`config.mk`:
```
export PLATFORM = sky130hd
export DESIGN_NAME = sdspi_arbiter
export DESIGN_NICKNAME = d
export VERILOG_FILES = /design/src/rtl/sdspi_arb_pkg.sv /design/src/rtl/sdspi_arbiter_rr_picker.sv /design/src/rtl/sdspi_arbiter.sv
export SDC_FILE = /design/constraint.sdc
export NUM_CORES = 1
export LEC_CHECK = 0
export BUFFER_PORTS_ARGS = -buffer_cell sky130_fd_sc_hd__buf_2
export CAP_MARGIN = 10
export CORE_AREA = 10 10 94 96
export CTS_BUF_LIST = sky130_fd_sc_hd__clkbuf_4 sky130_fd_sc_hd__clkbuf_8
export DETAILED_ROUTE_END_ITERATION = 6
export DIE_AREA = 0 0 104 106
export PLACE_DENSITY = 0.77
export SYNTH_ARGS = -nofsm -noshare
export SYNTH_HDL_FRONTEND = slang
export SYNTH_SLANG_ARGS = --single-unit
```
`constraint.sdc`:
```
create_clock -name clk -period 1.9 [get_ports clk]
set_input_delay 0.095 -clock clk [delete_from_list [all_inputs] [get_ports clk]]
set_output_delay 0.095 -clock clk [all_outputs]
set_load 0.02 [all_outputs]
```
`src/rtl/sdspi_arb_pkg.sv`:
```
// Shared types and widths for the sdspi host arbiter.
// Arbiter FSM states, plus the address and data widths of the sdspi host.
package sdspi_arb_pkg;

    localparam int ADDR_W = 32;
    localparam int DATA_W = 8;

    typedef enum logic [2:0] {
        INIT_RST,
        INIT_WAIT,
        IDLE,
        OWN,
        ERR
    } arb_state_e;

endpackage

```
`src/rtl/sdspi_arbiter_rr_picker.sv`:
```
// Combinational round-robin picker: the first requesting index strictly after
// last_idx wins. When nobody requests, valid is low and pick is all-zero.
module rr_picker #(
    parameter int N     = 2,
    parameter int IDX_W = (N > 1) ? $clog2(N) : 1
) (
    input  logic [N-1:0]     req,
    input  logic [IDX_W-1:0] last_idx,
    output logic [N-1:0]     pick,
    output logic [IDX_W-1:0] pick_idx,
    output logic             valid
);

    logic [IDX_W-1:0] cand_idx;

    always_comb begin
        pick     = '0;
        pick_idx = '0;
        valid    = 1'b0;
        cand_idx = '0;
        for (int k = 0; k < N; k++) begin
            cand_idx = IDX_W'((int'(last_idx) + 1 + k) % N);
            if (!valid && req[cand_idx]) begin
                pick[cand_idx] = 1'b1;
                pick_idx       = cand_idx;
                valid          = 1'b1;
            end
        end
    end

endmodule

```
`src/rtl/sdspi_arbiter.sv`:
```
// Shares one sdspihost between NUM_REQ requesters: runs the host reset/init
// sequence, grants round-robin ownership and muxes the owner onto the host.
module sdspi_arbiter
    import sdspi_arb_pkg::*;
#(
    parameter int NUM_REQ      = 2,
    parameter int RST_CYCLES   = 16,
    parameter int INIT_TIMEOUT = 2**24
) (
    input  logic                      clk,
    input  logic                      rst,
    input  logic                      reinit,
    output logic                      ready,
    output logic                      init_err,
    input  logic [NUM_REQ-1:0]        req,
    output logic [NUM_REQ-1:0]        grant,
    input  logic [NUM_REQ-1:0]        rq_r_block,
    input  logic [NUM_REQ-1:0]        rq_r_multi_block,
    input  logic [NUM_REQ-1:0]        rq_r_byte,
    input  logic [NUM_REQ-1:0]        rq_w_block,
    input  logic [NUM_REQ-1:0]        rq_w_byte,
    input  logic [NUM_REQ*ADDR_W-1:0] rq_block_addr,
    input  logic [NUM_REQ*DATA_W-1:0] rq_data_in,
    output logic [NUM_REQ-1:0]        rq_busy,
    output logic [NUM_REQ-1:0]        rq_err,
    output logic [DATA_W-1:0]         rq_data_out,
    output logic                      spi_rst,
    output logic                      spi_r_block,
    output logic                      spi_r_multi_block,
    output logic                      spi_r_byte,
    output logic                      spi_w_block,
    output logic                      spi_w_byte,
    output logic [ADDR_W-1:0]         spi_block_addr,
    output logic [DATA_W-1:0]         spi_data_in,
    input  logic                      spi_busy,
    input  logic                      spi_err,
    input  logic [DATA_W-1:0]         spi_data_out,
    output arb_state_e                dbg_state
);

    localparam int IDX_W = (NUM_REQ > 1) ? $clog2(NUM_REQ) : 1;
    localparam int CNT_W = $clog2(INIT_TIMEOUT) + 1;
    localparam logic [CNT_W-1:0] RST_LAST = CNT_W'(RST_CYCLES - 1);
    localparam logic [CNT_W-1:0] TMO_LAST = CNT_W'(INIT_TIMEOUT - 1);

    // Handshake: a requester raises req and holds it for as long as it wants
    // the host; grant is registered, one-hot, and appears the cycle after IDLE
    // sees req. Ownership ends when the owner drops req and the host is not busy.
    arb_state_e           state_q, state_d;
    logic [CNT_W-1:0]     cnt_q, cnt_d;
    logic [NUM_REQ-1:0]   grant_q, grant_d;
    logic [IDX_W-1:0]     owner_q, owner_d;
    logic [NUM_REQ-1:0]   pick;
    logic [IDX_W-1:0]     pick_idx;
    logic                 pick_valid;
    logic                 own;

    rr_picker #(
        .N     (NUM_REQ),
        .IDX_W (IDX_W)
    ) u_picker (
        .req      (req),
        .last_idx (owner_q),
        .pick     (pick),
        .pick_idx (pick_idx),
        .valid    (pick_valid)
    );

    always_ff @(posedge clk or negedge rst) begin
        if (!rst) begin
            state_q <= INIT_RST;
            cnt_q   <= '0;
            grant_q <= '0;
            owner_q <= IDX_W'(NUM_REQ - 1);
        end else begin
            state_q <= state_d;
            cnt_q   <= cnt_d;
            grant_q <= grant_d;
            owner_q <= owner_d;
        end
    end

    always_comb begin
        state_d = state_q;
        cnt_d   = cnt_q;
        grant_d = grant_q;
        owner_d = owner_q;
        case (state_q)
            INIT_RST: begin
                if (cnt_q == RST_LAST) begin
                    state_d = INIT_WAIT;
                    cnt_d   = '0;
                end else begin
                    cnt_d = cnt_q + CNT_W'(1);
                end
            end
            INIT_WAIT: begin
                // A host error wins over a simultaneous busy drop.
                if (spi_err || (spi_busy && cnt_q == TMO_LAST)) begin
                    state_d = ERR;
                    cnt_d   = '0;
                end else if (!spi_busy) begin
                    state_d = IDLE;
                    cnt_d   = '0;
                end else begin
                    cnt_d = cnt_q + CNT_W'(1);
                end
            end
            IDLE: begin
                if (reinit) begin
                    state_d = INIT_RST;
                    cnt_d   = '0;
                end else if (pick_valid) begin
                    state_d = OWN;
                    grant_d = pick;
                    owner_d = pick_idx;
                end
            end
            OWN: begin
                if (!req[owner_q] && !spi_busy) begin
                    state_d = IDLE;
                    grant_d = '0;
                end
            end
            ERR: begin
                if (reinit) begin
                    state_d = INIT_RST;
                    cnt_d   = '0;
                end
            end
            default: begin
                state_d = INIT_RST;
                cnt_d   = '0;
                grant_d = '0;
            end
        endcase
    end

    assign own       = (state_q == OWN);
    assign ready     = own || (state_q == IDLE);
    assign init_err  = (state_q == ERR);
    assign spi_rst   = (state_q == INIT_RST);
    assign grant     = grant_q;
    assign dbg_state = state_q;
    assign rq_data_out = spi_data_out;

    // Only the registered owner reaches the host; everyone else sees busy.
    always_comb begin
        spi_r_block       = 1'b0;
        spi_r_multi_block = 1'b0;
        spi_r_byte        = 1'b0;
        spi_w_block       = 1'b0;
        spi_w_byte        = 1'b0;
        spi_block_addr    = '0;
        spi_data_in       = '0;
        rq_busy           = '1;
        rq_err            = '0;
        for (int i = 0; i < NUM_REQ; i++) begin
            if (own && owner_q == IDX_W'(i)) begin
                spi_r_block       = rq_r_block[i];
                spi_r_multi_block = rq_r_multi_block[i];
                spi_r_byte        = rq_r_byte[i];
                spi_w_block       = rq_w_block[i];
                spi_w_byte        = rq_w_byte[i];
                spi_block_addr    = rq_block_addr[i*ADDR_W +: ADDR_W];
                spi_data_in       = rq_data_in[i*DATA_W +: DATA_W];
                rq_busy[i]        = spi_busy;
                rq_err[i]         = spi_err;
            end
        end
    end

endmodule

```
==> results of run 1 <==
-- cell type report --
class                   count  share of cell area [%]
multi-input cells         269                    46.1
repair buffers            186                    27.9
flip-flops and latches     31                    20.0
well taps                  99                    3.16
clock buffers               7                    2.30
inverters                   5                   0.479
clock inverters             1                   0.128
-- cell usage in the layout, fill, tap and decap left out, types with 4 or more instances in the layout --
cell	n
buf_2	153
nor2_1	68
mux2i_1	46
nand2_1	26
dfrtp_1	26
buf_4	26
nand3_1	12
xnor2_1	9
nor4_1	8
o211ai_1	8
o21ai_0	8
and3_1	7
nand4_1	6
clkbuf_8	6
inv_1	5
nor3_1	5
o22ai_1	5
a21oi_1	5
nor4_2	4
and4_1	4
nor2b_1	4
dfrtp_2	4
-- worst paths after layout --
| check | from | slack [ns] | to | cells after the start |
|---|---|---|---|---|
| worst max-delay path | cnt_q[13] | 0.09 | cnt_q[23] | 5 |
| worst min-delay path | req[1] | 0.12 | owner_q | 3 |
| worst max register to register | cnt_q[13] | 0.09 | cnt_q[23] | 5 |
| worst min register to register | grant[1] | 0.50 | grant[1] | 1 |
| max in group asynchronous | rst | 0.97 | dbg_state[0] | 2 |
| min in group asynchronous | rst | 0.41 | cnt_q[9] | 2 |
-- worst max-delay path: cells and delay by family, from the launching register on --
family	cells	cell delay [ns]
AOI/OAI and AO/OA	1	0.13
DFF	1	0.47
and+or+nand+nor	4	1.16
-- through the flow --
| stage | area (sq um) | utilization [%] | setup slack, ns | total power, mW |
|---|---|---|---|---|
| after CTS | 3780 | 53.5 | 0.0161 | 3.67 |
| after global routing | 3920 | 55.5 | 0.00106 | 4.04 |
| after detailed placement | 3660 | 51.8 | -0.00438 | 3.08 |
| after floorplan | 2730 | - | -0.0126 | 2.38 |
| after global placement | 3660 | 51.8 | 0.0543 | 3.05 |
| final | 3920 | 55.5 | 0.0888 | 3.82 |
-- kinds of logic after synthesis --
kind of cell | after synthesis
AO/OA/AOI/OAI | 44
XOR/XNOR | 9
adder cells (fa/ha/maj) | 1
buffers and inverters | 38
flip-flops | 31
multiplexers | 49
AND/OR/NAND/NOR | 166
-- layer usage --
metal | track usage [%] | vias up | part of all wire, %
met1 | 19.6 | 1482 | 37
met5 | 0 | - | 0
met2 | 34.2 | 148 | 52
met4 | 5.77 | 0 | 2.1
met3 | 6.28 | 12 | 8.8
li1 | - | 1518 | -
-- timing repair --
item | 4_1_cts | 5_1_grt
hold buffers | 2 | 0
hold endpoints to repair | 31 | 0
endpoints found under the setup margin | 2 | 32
resized for setup | 2 | 17
cloned | 0 | 2
setup buffers | 0 | 4
-- power breakdown --
part	internal (mW)	leakage [nW]	switching, mW
sequential	0.755	0.417	0.112
clock	0.306	0.0517	0.251
combinational	1.08	1.56	1.31
-- registers in the layout (all words and copies together), names as in the netlist --
signal and count:
cnt_q 25, dbg_state 3, grant 2, owner_q 1
==> flow_summary.yaml, run 1 <==
sta:
  finalSetupViolCount: 0
  max_freq_ghz: 0.552
  slew_violations: 0
  relSlewSlack_pct: 50.3
  rsz0062_at_grt: "no"
  setup_tns_ns: 0
  tightestPinTransition_ns: 0.745
  period_minus_slack_ns: 1.81
  fin_crit_sh_pct: 95.3
  holdWs_ns: 0.119
  finalHoldViolCount: 0
  fin_skew_ns: 0.00823
yosys:
  synthFlopType: "dfrtp_1"
  syn-num-nets: 444
  yosys.area.top_type: "dfrtp_1"
  synth_edf_count: 0
  synth_xor_area_share_pct: 2.93
  ys_warn_count: 0
  avgSynthCellArea_sq_um: 7.97
  async_flop_share_pct: 100
  synth_top_family_by_area: "simple AND/OR/NAND/NOR gates"
  yosys.area_share.simple_pct: 31.0
  syn_inst: 338
  yosysSeqAreaShare_pct: 28.8
  synth.mux.area_fraction_pct: 18.3
  synthAdderAreaFrac_pct: 0.464
  yosys-top-cells-count: "nor2_1, mux2i_1, dfrtp_1"
  yosysMostFrequentCell: "nor2_1"
  synth.distinct_cells: 49
  synth_area_sq_mm: 0.00269
  synthTopCellsByArea: "dfrtp_1, mux2i_1, nor2_1"
  post-synth-top-area-fraction_pct: 27.9
  synth_compound_gate_area_share_pct: 11.2
  ys_ff_latch: 31
detailed_routing:
  wl_per_cell_um: 18.9
  wirelength_um: 11300
  drtIter0Drc: 184
  dr.pass1.iters: 4
  num_vias: 3160
  routed_via_density: 5.28
  drc_errors: 0
  postRouteAntennaNets: 0
global_route:
  grt_antenna_before_repair: 1
  grt_overflow_total: 0
  grt_max_degree: 54
  grt_use_total_pct: 18.6
  grt_pass1_vias: 3205
  grt_pass1_wl_um: 16800
setup_path:
  crit_fanout: 6
  path_cells: "and4_1 > and3_1 > nand3_1 > or4_4 > a21oi_2"
  cpPeakStageDelay_ns: 0.53
  critical_path_required_ns: 2.12
  cp-start-kind: "flip-flop"
  endpoint_kind: "flip-flop"
  crit_type: "reg -> reg"
  slowest_stage: "or4_4"
  crit_arrival_ns: 2.03
power:
  power.density_mw_per_mm2: 975
  peakVddDrop_mv: 0.521
  p_leak_nw: 2.03
clocking:
  insertion_delay_ns: 0.29
  h-tree-depth: 2
  clk_pin_slew_ns: 0.06
  cts_root_buf: "clkbuf_8"
  clock_sinks: 31
  numCtsBuffers: 5
  cts_tree: "done"
  cts_buffer_depth: 2
floorplanning:
  rows: 31
  die_w_um: 104
  ios: 170
  die-area_sq_mm: 0.0110
  coreArea_sq_mm: 0.00706
  start_util_pct: 38.2
  die_y_um: 106
layout:
  antenna_cells: 0
  nets: 604
  fillers: 621
  layout-drive-gt1-share_pct: 44.3
  seqCellArea_sq_um: 782
  stdcell_count: 598
  area.growth.synth_to_final_pct: 45.3
  multi_input_area_sq_mm: 0.00180
placement:
  dpl.cell_count: 582
  gp_congestion: 0.917
  port_buffers: 153
  hpwl_um: 9050
run_status:
  status: "complete, no violations"
hold_path:
  min_path_type: "in -> reg"
flow_run:
  maxCapViolations: 0
Power figures use the tool's default switching activity.
==> inputs of run 2 (changes only) <==
--- a/config.mk
+++ b/config.mk
@@ -12,6 +12,7 @@
 export DETAILED_ROUTE_END_ITERATION = 6
 export DIE_AREA = 0 0 104 106
 export PLACE_DENSITY = 0.77
+export REMOVE_ABC_BUFFERS = 1
 export SYNTH_ARGS = -nofsm -noshare
 export SYNTH_HDL_FRONTEND = slang
 export SYNTH_SLANG_ARGS = --single-unit
==> flow_summary.yaml, run 2 (synthesized netlist as in run 1, its figures left out) <==
run_status:
  status: "complete, no violations"
setup_path:
  r2r-start: "cnt_q[1]"
  crit_fanout: 5
  critical-path-top-delay-family: "simple AND/OR/NAND/NOR gates"
  cp-start-kind: "flip-flop"
  crit_arrival_ns: 2.01
  path_cells: "ha_2 > and3_4 > nand4_1 > nor4b_1 > xnor2_1 > nor2_1"
  startpoint: "cnt_q[1]"
  slowest_stage: "nor4b_1"
  crit_cells: 6
  critical_path_required_ns: 2.07
  path_buf_inv: 0
  cpPeakStageDelay_ns: 0.42
  crit_type: "reg -> reg"
  endpoint_kind: "flip-flop"
  rrSetupSlack_ns: 0.06
  reg2reg_depth: 6
detailed_routing:
  drc_errors: 0
  num_vias: 3164
  wirelength_um: 10600
  dr.pass1.iters: 5
  routed_via_density: 5.31
  postRouteAntennaNets: 0
  wl_per_cell_um: 17.8
  drtIter0Drc: 225
clocking:
  clock_sinks: 31
  h-tree-depth: 2
  cts_tree: "done"
  post_cts.repair.setup_buffers: 0
  clk_pin_slew_ns: 0.07
  cts_buffer_depth: 2
  insertion_delay_ns: 0.29
  numCtsBuffers: 5
  cts_root_buf: "clkbuf_8"
layout:
  layout-drive-gt1-share_pct: 43.9
  fillers: 656
  layout_common_cells: "buf_2, nor2_1, mux2i_1"
  nets: 602
  utilization_pct: 54.7
  top_register: "cnt_q"
  area.growth.synth_to_final_pct: 43.3
  layout_commonest_cell: "buf_2"
  antenna_cells: 0
  largest_reg_flops: 25
  stdcell_count: 596
sta:
  slew_violations: 0
  period_minus_slack_ns: 1.84
  layout_setup_ws_ns: 0.0585
  fin_crit_sh_pct: 96.9
  rsz0062_at_grt: "yes"
  relSlewSlack_pct: 53.5
  finalHoldViolCount: 0
  max_freq_ghz: 0.543
  fin_skew_ns: 0.00251
  tightestPinTransition_ns: 0.698
  finalSetupViolCount: 0
floorplanning:
  ios: 170
  rows: 31
  die-area_sq_mm: 0.0110
  die_w_um: 104
  die_y_um: 106
  start_util_pct: 38.2
  coreArea_sq_mm: 0.00706
placement:
  dpl.cell_count: 586
  gp_congestion: 0.907
  dp_slack_ns: -0.00519
  hpwl_um: 8530
  port_buffers: 153
power:
  peakVddDrop_mv: 0.654
  power.density_mw_per_mm2: 949
  p_leak_nw: 2.01
hold_path:
  hp-start: "req[0]"
  min_path_type: "in -> reg"
  hold_path_depth: 2
global_route:
  grt_pass1_wl_um: 16300
  grt_pass1_vias: 3120
  grt_antenna_before_repair: 0
  grt_max_degree: 54
  grt_use_total_pct: 18.0
  grt_overflow_total: 0
flow_run:
  maxCapViolations: 0
==> run 2: cell count changes in the layout (fill, tap and decap cells not counted), sizes merged <==
cell	delta
clkinv	+2
dlygate4sd3	-1
clkbuf	-3
==> run 2: layer usage <==
metal / global-route usage, % / share of wire [%] / vias to the layer above
met4: 7.85 / 3.3 / 0
li1: - / - / 1517
met1: 18.4 / 37 / 1473
met3: 7.31 / 9.3 / 22
met5: 0 / 0 / -
met2: 32.0 / 50 / 152
==> run 2: cell type report <==
cell class,count,area [sq um],share of cell area (%)
clock inverters,3,15.0,0.389
clock buffers,5,68.8,1.78
flip-flops and latches,31,778,20.2
inverters,5,18.8,0.486
well taps,99,124,3.21
repair buffers,184,1050,27.1
multi-input cells,269,1810,46.9
==> run 2: final timing paths <==
kind,endpoint
max,cnt_q[16]
min,owner_q
max reg2reg,cnt_q[16]
min reg2reg,grant[1]
max in group asynchronous,dbg_state[2]
min in group asynchronous,cnt_q[4]
==> run 2: repair_timing <==
action / in CTS / in global routing
gates resized for setup: 1 / 21
setup endpoints to repair: 8 / 31
cloned: 0 / 1
hold buffers: 1 / 0
pin swaps: 0 / 1
hold endpoints to repair: 30 / 0
==> run 2: stage by stage <==
step / TNS (ns) / hold slack, ns / instance area (sq um) / power [mW]
floorplan: -19.40 / -0.201 / 2520 / 2.19
global placement: -0.00924 / 0.174 / 3650 / 2.98
detailed placement: -0.0196 / 0.190 / 3650 / 3.03
CTS: 0 / 0.00184 / 3750 / 3.58
global route: -0.0535 / 0.0219 / 3860 / 3.89
finish: 0 / 0.00361 / 3860 / 3.66
==> run 2: report_power, final <==
| group | internal [mW] | switching, mW |
|---|---|---|
| combinational | 1.01 | 1.28 |
| clock | 0.250 | 0.269 |
| sequential | 0.751 | 0.106 |
| total | 2.01 | 1.66 |
